### config.mk
export PLATFORM = sky130hd
export DESIGN_NAME = i2c_eeprom_access_arbiter_flat
export DESIGN_NICKNAME = d
export VERILOG_FILES = /design/src/rtl/i2c_eeprom_access_arbiter_if.sv /design/src/rtl/i2c_eeprom_access_arbiter.sv /design/src/flat_wrapper.sv
export SDC_FILE = /design/constraint.sdc
export NUM_CORES = 1
export LEC_CHECK = 0
export BUFFER_PORTS_ARGS = -buffer_cell sky130_fd_sc_hd__buf_2
export CORE_UTILIZATION = 43
export DETAILED_ROUTE_END_ITERATION = 16
export PLACE_DENSITY = 0.83
export SYNTH_ARGS = -nofsm -noshare
export SYNTH_HDL_FRONTEND = slang
export SYNTH_SLANG_ARGS = --single-unit
### constraint.sdc
create_clock -name i_clk -period 16.9 [get_ports i_clk]
set_input_delay 1.69 -clock i_clk [delete_from_list [all_inputs] [get_ports i_clk]]
set_output_delay 1.69 -clock i_clk [all_outputs]
set_load 0.005 [all_outputs]
### src/rtl/i2c_eeprom_access_arbiter_if.sv
// Bus bundle between the EEPROM access arbiter, its two requesters and the
// I2C EEPROM controller.
//   slave  : arbiter view (requests/status in, grants/controller drive out)
//   master : environment view (requesters + controller), directions mirrored
// Requester side : i_clk_rate, i_req_x, i_wr_x, i_addr_x, i_wdata_x,
//                  o_gnt_x, o_done_x, o_err, o_rdata, o_busy
// Controller side: o_ctrl, o_dev_addr, o_reg_addr, o_w_data,
//                  i_status, i_rd_data0..3
interface i2c_eeprom_access_arbiter_if;
  logic [2:0]  i_clk_rate;
  logic        i_req_a;
  logic        i_req_b;
  logic        i_wr_a;
  logic        i_wr_b;
  logic [15:0] i_addr_a;
  logic [15:0] i_addr_b;
  logic [31:0] i_wdata_a;
  logic [31:0] i_wdata_b;
  logic        o_gnt_a;
  logic        o_gnt_b;
  logic        o_done_a;
  logic        o_done_b;
  logic        o_err;
  logic [31:0] o_rdata;
  logic        o_busy;
  logic [31:0] o_ctrl;
  logic [6:0]  o_dev_addr;
  logic [15:0] o_reg_addr;
  logic [31:0] o_w_data;
  logic [31:0] i_status;
  logic [7:0]  i_rd_data0;
  logic [7:0]  i_rd_data1;
  logic [7:0]  i_rd_data2;
  logic [7:0]  i_rd_data3;

  modport slave (
    input  i_clk_rate, i_req_a, i_req_b, i_wr_a, i_wr_b, i_addr_a, i_addr_b,
           i_wdata_a, i_wdata_b, i_status, i_rd_data0, i_rd_data1, i_rd_data2, i_rd_data3,
    output o_gnt_a, o_gnt_b, o_done_a, o_done_b, o_err, o_rdata, o_busy, o_ctrl,
           o_dev_addr, o_reg_addr, o_w_data
  );

  modport master (
    output i_clk_rate, i_req_a, i_req_b, i_wr_a, i_wr_b, i_addr_a, i_addr_b,
           i_wdata_a, i_wdata_b, i_status, i_rd_data0, i_rd_data1, i_rd_data2, i_rd_data3,
    input  o_gnt_a, o_gnt_b, o_done_a, o_done_b, o_err, o_rdata, o_busy, o_ctrl,
           o_dev_addr, o_reg_addr, o_w_data
  );
endinterface

### src/rtl/i2c_eeprom_access_arbiter.sv
// Round-robin sequencer in front of the I2C EEPROM controller. Grants one of
// two 32-bit read/write requesters, pulses the controller enable, waits for
// finish, holds finish-clear until the controller drops finish, then waits the
// EEPROM write-cycle time after writes before reporting done.
// Ports:
//   i_clk : system clock
//   i_rst : asynchronous active-high reset (controller shares it)
//   bus   : requester handshakes and controller control/status (slave view)
module i2c_eeprom_access_arbiter #(
  parameter logic [6:0]  DEV_ADDR       = 7'h50,
  parameter int unsigned TWR_CYCLES     = 500000,
  parameter int unsigned TIMEOUT_CYCLES = 2000000
) (
  input logic                          i_clk,
  input logic                          i_rst,
  i2c_eeprom_access_arbiter_if.slave   bus
);

  localparam logic [31:0] TwrLast = 32'(TWR_CYCLES - 1);
  localparam logic [31:0] TmoLast = 32'(TIMEOUT_CYCLES - 1);

  typedef enum logic [2:0] {StIdle, StLaunch, StWaitDone, StClear, StTwr, StResp} state_e;

  state_e      state_q, state_d;
  logic [31:0] cnt_q, cnt_d;

  // Two-flop synchronisers for the slow-domain status bits and read bytes.
  logic [1:0]  fin_sync_q;
  logic [1:0]  smen_sync_q;
  logic        fin_hist_q;
  logic [31:0] rd_s1_q, rd_s2_q;

  logic        owner_b_q;   // 1 = current transaction belongs to B
  logic        last_b_q;    // 1 = B served last, so A wins a tie
  logic        rd_q;
  logic [2:0]  rate_q;
  logic [15:0] reg_addr_q;
  logic [31:0] w_data_q;
  logic [31:0] rdata_q;
  logic        err_q;

  logic fin_s, smen_s, fin_stable;
  logic any_req, pick_b, in_wait, tmo_exp, twr_done, active;

  assign fin_s      = fin_sync_q[1];
  assign smen_s     = smen_sync_q[1];
  // Finish must be seen on two consecutive synchronised samples before bytes are used.
  assign fin_stable = fin_s & fin_hist_q;

  assign any_req  = bus.i_req_a | bus.i_req_b;
  assign pick_b   = bus.i_req_b & (~bus.i_req_a | ~last_b_q);
  assign in_wait  = (state_q == StLaunch) || (state_q == StWaitDone) || (state_q == StClear);
  assign tmo_exp  = in_wait && (cnt_q == TmoLast);
  assign twr_done = (cnt_q == TwrLast);
  assign active   = (state_q == StLaunch) || (state_q == StWaitDone) ||
                    (state_q == StClear) || (state_q == StTwr);

  always_ff @(posedge i_clk or posedge i_rst) begin
    if (i_rst) begin
      fin_sync_q  <= '0;
      smen_sync_q <= '0;
      fin_hist_q  <= 1'b0;
      rd_s1_q     <= '0;
      rd_s2_q     <= '0;
    end else begin
      fin_sync_q  <= {fin_sync_q[0], bus.i_status[1]};
      smen_sync_q <= {smen_sync_q[0], bus.i_status[10]};
      fin_hist_q  <= fin_sync_q[1];
      rd_s1_q     <= {bus.i_rd_data0, bus.i_rd_data1, bus.i_rd_data2, bus.i_rd_data3};
      rd_s2_q     <= rd_s1_q;
    end
  end

  // State register; the shared wait counter restarts on every state change.
  always_ff @(posedge i_clk or posedge i_rst) begin
    if (i_rst) begin
      state_q <= StIdle;
      cnt_q   <= '0;
    end else begin
      state_q <= state_d;
      cnt_q   <= cnt_d;
    end
  end

  always_comb begin
    state_d = state_q;
    unique case (state_q)
      StIdle:     if (any_req) state_d = StLaunch;
      StLaunch: begin
        if (tmo_exp)     state_d = StResp;
        else if (smen_s) state_d = StWaitDone;
      end
      StWaitDone: begin
        if (tmo_exp)         state_d = StResp;
        else if (fin_stable) state_d = StClear;
      end
      StClear: begin
        if (tmo_exp)     state_d = StResp;
        else if (!fin_s) state_d = rd_q ? StResp : StTwr;
      end
      StTwr:      if (twr_done) state_d = StResp;
      StResp:     state_d = StIdle;
      default:    state_d = StIdle;
    endcase
    cnt_d = ((state_d != state_q) || (state_q == StIdle)) ? '0 : cnt_q + 32'd1;
  end

  always_ff @(posedge i_clk or posedge i_rst) begin
    if (i_rst) begin
      owner_b_q  <= 1'b0;
      last_b_q   <= 1'b1;
      rd_q       <= 1'b0;
      rate_q     <= '0;
      reg_addr_q <= '0;
      w_data_q   <= '0;
      rdata_q    <= '0;
      err_q      <= 1'b0;
    end else begin
      if (state_q == StIdle && any_req) begin
        owner_b_q  <= pick_b;
        rd_q       <= pick_b ? ~bus.i_wr_b : ~bus.i_wr_a;
        reg_addr_q <= pick_b ? bus.i_addr_b : bus.i_addr_a;
        w_data_q   <= pick_b ? bus.i_wdata_b : bus.i_wdata_a;
        rate_q     <= bus.i_clk_rate;
        err_q      <= 1'b0;
      end
      if (tmo_exp) err_q <= 1'b1;
      if (state_q == StWaitDone && fin_stable && !tmo_exp && rd_q) rdata_q <= rd_s2_q;
      if (state_q == StResp) last_b_q <= owner_b_q;
    end
  end

  always_comb begin
    bus.o_ctrl      = '0;
    // Rate follows the input while idle and is frozen at grant.
    bus.o_ctrl[6:4] = (state_q == StIdle) ? bus.i_clk_rate : rate_q;
    bus.o_ctrl[3:1] = {2'b00, rd_q};
    bus.o_ctrl[0]   = (state_q == StLaunch);
    // Clear is a level hold for the whole CLEAR state, not a pulse.
    bus.o_ctrl[7]   = (state_q == StClear);
    bus.o_gnt_a     = active & ~owner_b_q;
    bus.o_gnt_b     = active & owner_b_q;
    bus.o_done_a    = (state_q == StResp) & ~owner_b_q;
    bus.o_done_b    = (state_q == StResp) & owner_b_q;
    bus.o_err       = (state_q == StResp) & err_q;
    bus.o_busy      = (state_q != StIdle);
    bus.o_rdata     = rdata_q;
    bus.o_dev_addr  = DEV_ADDR;
    bus.o_reg_addr  = reg_addr_q;
    bus.o_w_data    = w_data_q;
  end

endmodule

### src/flat_wrapper.sv
// flat-port wrapper written by rule: the top's interface ports become plain ports
module i2c_eeprom_access_arbiter_flat 
#(
  parameter logic [6:0]  DEV_ADDR       = 7'h50,
  parameter int unsigned TWR_CYCLES     = 500000,
  parameter int unsigned TIMEOUT_CYCLES = 2000000
)
  (i_clk, i_rst, bus_i_clk_rate, bus_i_req_a, bus_i_req_b, bus_i_wr_a, bus_i_wr_b, bus_i_addr_a, bus_i_addr_b, bus_i_wdata_a, bus_i_wdata_b, bus_i_status, bus_i_rd_data0, bus_i_rd_data1, bus_i_rd_data2, bus_i_rd_data3, bus_o_gnt_a, bus_o_gnt_b, bus_o_done_a, bus_o_done_b, bus_o_err, bus_o_rdata, bus_o_busy, bus_o_ctrl, bus_o_dev_addr, bus_o_reg_addr, bus_o_w_data);
  i2c_eeprom_access_arbiter_if bus_i ();
  input logic i_clk;
  input logic i_rst;
  input wire logic [$bits(bus_i.i_clk_rate)-1:0] bus_i_clk_rate;
  input wire logic [$bits(bus_i.i_req_a)-1:0] bus_i_req_a;
  input wire logic [$bits(bus_i.i_req_b)-1:0] bus_i_req_b;
  input wire logic [$bits(bus_i.i_wr_a)-1:0] bus_i_wr_a;
  input wire logic [$bits(bus_i.i_wr_b)-1:0] bus_i_wr_b;
  input wire logic [$bits(bus_i.i_addr_a)-1:0] bus_i_addr_a;
  input wire logic [$bits(bus_i.i_addr_b)-1:0] bus_i_addr_b;
  input wire logic [$bits(bus_i.i_wdata_a)-1:0] bus_i_wdata_a;
  input wire logic [$bits(bus_i.i_wdata_b)-1:0] bus_i_wdata_b;
  input wire logic [$bits(bus_i.i_status)-1:0] bus_i_status;
  input wire logic [$bits(bus_i.i_rd_data0)-1:0] bus_i_rd_data0;
  input wire logic [$bits(bus_i.i_rd_data1)-1:0] bus_i_rd_data1;
  input wire logic [$bits(bus_i.i_rd_data2)-1:0] bus_i_rd_data2;
  input wire logic [$bits(bus_i.i_rd_data3)-1:0] bus_i_rd_data3;
  output wire logic [$bits(bus_i.o_gnt_a)-1:0] bus_o_gnt_a;
  output wire logic [$bits(bus_i.o_gnt_b)-1:0] bus_o_gnt_b;
  output wire logic [$bits(bus_i.o_done_a)-1:0] bus_o_done_a;
  output wire logic [$bits(bus_i.o_done_b)-1:0] bus_o_done_b;
  output wire logic [$bits(bus_i.o_err)-1:0] bus_o_err;
  output wire logic [$bits(bus_i.o_rdata)-1:0] bus_o_rdata;
  output wire logic [$bits(bus_i.o_busy)-1:0] bus_o_busy;
  output wire logic [$bits(bus_i.o_ctrl)-1:0] bus_o_ctrl;
  output wire logic [$bits(bus_i.o_dev_addr)-1:0] bus_o_dev_addr;
  output wire logic [$bits(bus_i.o_reg_addr)-1:0] bus_o_reg_addr;
  output wire logic [$bits(bus_i.o_w_data)-1:0] bus_o_w_data;
  assign bus_i.i_clk_rate = bus_i_clk_rate;
  assign bus_i.i_req_a = bus_i_req_a;
  assign bus_i.i_req_b = bus_i_req_b;
  assign bus_i.i_wr_a = bus_i_wr_a;
  assign bus_i.i_wr_b = bus_i_wr_b;
  assign bus_i.i_addr_a = bus_i_addr_a;
  assign bus_i.i_addr_b = bus_i_addr_b;
  assign bus_i.i_wdata_a = bus_i_wdata_a;
  assign bus_i.i_wdata_b = bus_i_wdata_b;
  assign bus_i.i_status = bus_i_status;
  assign bus_i.i_rd_data0 = bus_i_rd_data0;
  assign bus_i.i_rd_data1 = bus_i_rd_data1;
  assign bus_i.i_rd_data2 = bus_i_rd_data2;
  assign bus_i.i_rd_data3 = bus_i_rd_data3;
  assign bus_o_gnt_a = bus_i.o_gnt_a;
  assign bus_o_gnt_b = bus_i.o_gnt_b;
  assign bus_o_done_a = bus_i.o_done_a;
  assign bus_o_done_b = bus_i.o_done_b;
  assign bus_o_err = bus_i.o_err;
  assign bus_o_rdata = bus_i.o_rdata;
  assign bus_o_busy = bus_i.o_busy;
  assign bus_o_ctrl = bus_i.o_ctrl;
  assign bus_o_dev_addr = bus_i.o_dev_addr;
  assign bus_o_reg_addr = bus_i.o_reg_addr;
  assign bus_o_w_data = bus_i.o_w_data;
  i2c_eeprom_access_arbiter #(.DEV_ADDR(DEV_ADDR), .TWR_CYCLES(TWR_CYCLES), .TIMEOUT_CYCLES(TIMEOUT_CYCLES)) u_core (.i_clk(i_clk), .i_rst(i_rst), .bus(bus_i));
endmodule
==> impl_metrics.py <==
metrics = {
    "run_status": {
        "status": "completed",
    },
    "detailed_routing": {
        "routed_wl_microns": 16300,
        "dr.first_iter.drc_count": 280,
        "dr.pass1.iters": 4,
        "avgRoutedWirePerCell_microns": 14.8,
        "final_antenna_net_count": 0,
        "vias": 5315,
        "vias_per_cell": 4.82,
        "remaining_drc_errors": 0,
    },
    "timing": {
        "finalMaxSlewViolations": 0,
        "worst_slew_pin_slew_ns": 0.882,
        "setup_viol": 0,
        "relSlewSlack": 0.412,
        "tns_ns": 0,
        "period_needed_ns": 3.71,
        "finClkSkew_ns": 0.0190,
        "finalHoldViolations": 0,
        "period_share": 0.220,
        "fmax_mhz": 269,
        "rsz0062_at_grt": "no",
    },
    "floorplan": {
        "die_x_microns": 136,
        "io_pins": 294,
        "dieHeight_microns": 136,
        "dieArea_sq_mm": 0.0184,
        "initial_utilization": 0.442,
        "core_area_sq_mm": 0.0174,
        "placementRows": 48,
    },
    "setup_path": {
        "critPathLaunch": "u_core.state_q[1]",
        "setup.worst_path.start_class": "register",
        "critPathRequiredTime_ns": 15.21,
        "r2r-start": "u_core.cnt_q[0]",
        "cp.arrival_ns": 2.02,
        "path_class": "reg -> out",
        "path_max_fanout": 14,
        "cp-end-kind": "output port",
    },
    "power": {
        "max-vdd-ir-drop_uv": 83.7,
        "power_density_mw_per_mm2": 151,
        "p_leak_nw": 4.82,
    },
    "yosys": {
        "ys_top_cells_by_count": "190 x dfrtp_1, 86 x nand2_1, 54 x o21ai_0",
        "synth_seq_area_share": 0.623,
        "yosysWarnings": 0,
        "ys_dominant_reg_cell": "dfrtp_1",
        "syn_area_sq_mm": 0.00767,
        "synth_top_area_share": 0.619,
        "synth-seq-cells": 191,
        "syn_avg_cell_area_sq_um": 12.0,
        "synth_edf_count": 0,
        "synth_most_common_cell": "dfrtp_1",
        "synth_cells": 641,
        "synth_area_leader_cell": "dfrtp_1",
        "synthDistinctLibCells": 47,
        "synthTopCellsByArea": "dfrtp_1 62%, mux2i_1 6.3%, mux2_2 4.7%",
        "async_flop_share": 1.00,
    },
    "finish": {
        "drive_gt1_frac": 0.353,
        "layout.nets": 1034,
        "area_growth_pct": 24.4,
        "final_area_sq_mm": 0.00955,
        "fill_cells": 1454,
        "multi_input_area_sq_mm": 0.00264,
        "register_area_sq_mm": 0.00478,
        "utilization": 0.550,
    },
    "clock_network": {
        "cts_buffers": 17,
        "clock_latency_ns": 0.44,
        "htreeDepth": 4,
        "cts_max_path_buffers": 2,
        "cts.sinks": 191,
        "cts_tree": "built",
        "cts_root_buf": "clkbuf_16",
        "hold_buffers": 0,
        "path_clk_slew_ns": 0.07,
        "cts_resized": 0,
        "post_cts_buffers": 0,
    },
    "worst_hold_path": {
        "hold_path_class": "reg -> reg",
        "min-delay-start": "u_core.fin_sync_q[0]",
    },
    "global_route": {
        "grt_usage": 0.184,
        "grt_pass1_wl_microns": 25500,
        "antenna_found_initial": 1,
        "grt_pass1_vias": 5022,
        "grt_max_degree": 121,
        "gr-total-overflow": 0,
    },
    "placement": {
        "gp_congestion": 0.847,
        "dp_hpwl_microns": 11700,
        "place.port_buffers": 230,
        "postPlaceCellArea_sq_mm": 0.00891,
    },
    "flow_run": {
        "maxCapViolations": 0,
    },
}
## where the power goes
group	switching, W	total [W]	internal (W)
clock	0.000188	0.000420	0.000232
sequential	0.0000634	0.000634	0.000571
combinational	0.000217	0.000391	0.000173
## kinds of logic after synthesis
logic type / count (synthesis) / synth area share
buf+inv: 67 / 0.0528
simple gates: 200 / 0.127
xor+xnor: 30 / 0.0342
other cells: 2 / 0.000979
compound gates: 69 / 0.0497
fa+ha+maj: 1 / 0.00163
flops: 191 / 0.623
mux: 81 / 0.111
## placed cells by master (no fill, tap or decap), types with 2 or more instances in the layout
cell	count
bufinv_16	2
inv_1	4
buf_4	5
nor3_2	3
xor2_1	20
inv_8	6
inv_6	2
and3_1	13
a21oi_1	4
nand2_1	86
o21ai_0	53
clkinv_8	3
conb_1	33
nand3_1	13
nor4bb_1	2
nand4_1	13
clkbuf_16	17
buf_2	230
nor2_1	44
and4_1	7
dfrtp_1	190
mux2i_1	48
xnor2_1	10
mux2_2	32
and2_1	2
nor4_1	7
## per-layer routing
layer | track usage | wire length [microns]
met1 | 0.230 | 6890
met5 | 0 | 0
met3 | 0.0430 | 839
met4 | 0.0699 | 407
met2 | 0.308 | 8170
## critical path, stage by stage (launching register included)
cell     delay (ns)
dfrtp_1        0.53
nor3_2         0.49
inv_1          0.23
and3_1         0.23
buf_2          0.12
## sequential cells by signal, indices dropped and copies added (netlist names)
name / cells
u_core.rd_s2_q: 32
u_core.state_q: 3
u_core.fin_sync_q: 2
u_core.last_b_q: 1
u_core.rd_s1_q: 32
u_core.bus.o_rdata: 32
u_core.cnt_q: 32
u_core.bus.o_w_data: 32
u_core.smen_sync_q: 2
u_core.err_q: 1
u_core.rd_q: 1
u_core.fin_hist_q: 1
u_core.rate_q: 3
u_core.owner_b_q: 1
u_core.bus.o_reg_addr: 16
## final timing paths
check / slack (ns) / endpoint / cells past startpoint
worst max-delay path: 13.19 / bus_o_gnt_b / 4
worst min-delay path: 0.35 / u_core.fin_sync_q[1] / 0
worst max register to register: 14.57 / u_core.cnt_q[30] / 7
worst min register to register: 0.35 / u_core.fin_sync_q[1] / 0
max in group asynchronous: 14.07 / u_core.rate_q[2] / 3
min in group asynchronous: 1.41 / u_core.rd_s1_q[0] / 2
## area by class of cell
type / count / area share
Inverter: 5 / 0.00275
Tap cell: 225 / 0.0295
Antenna cell: 1 / 0.000262
Clock inverter: 13 / 0.0199
Sequential cell: 191 / 0.501
Timing Repair Buffer: 235 / 0.124
Clock buffer: 19 / 0.0464
Multi-Input combinational cell: 414 / 0.276
## per-stage QoR
step / instances / worst slack, ns / hold slack [ns] / total power, W
CTS: 1102 / 13.19 / 0.347 / 0.00147
detailed placement: 1070 / 13.21 / 0.335 / 0.00104
floorplan: 672 / 10.01 / 0.331 / 0.000867
global placement: 1070 / 13.20 / 0.332 / 0.00102
finish: 1103 / 13.19 / 0.349 / 0.00144
global route: 1103 / 13.08 / 0.350 / 0.00154
Power figures use the tool's default switching activity.
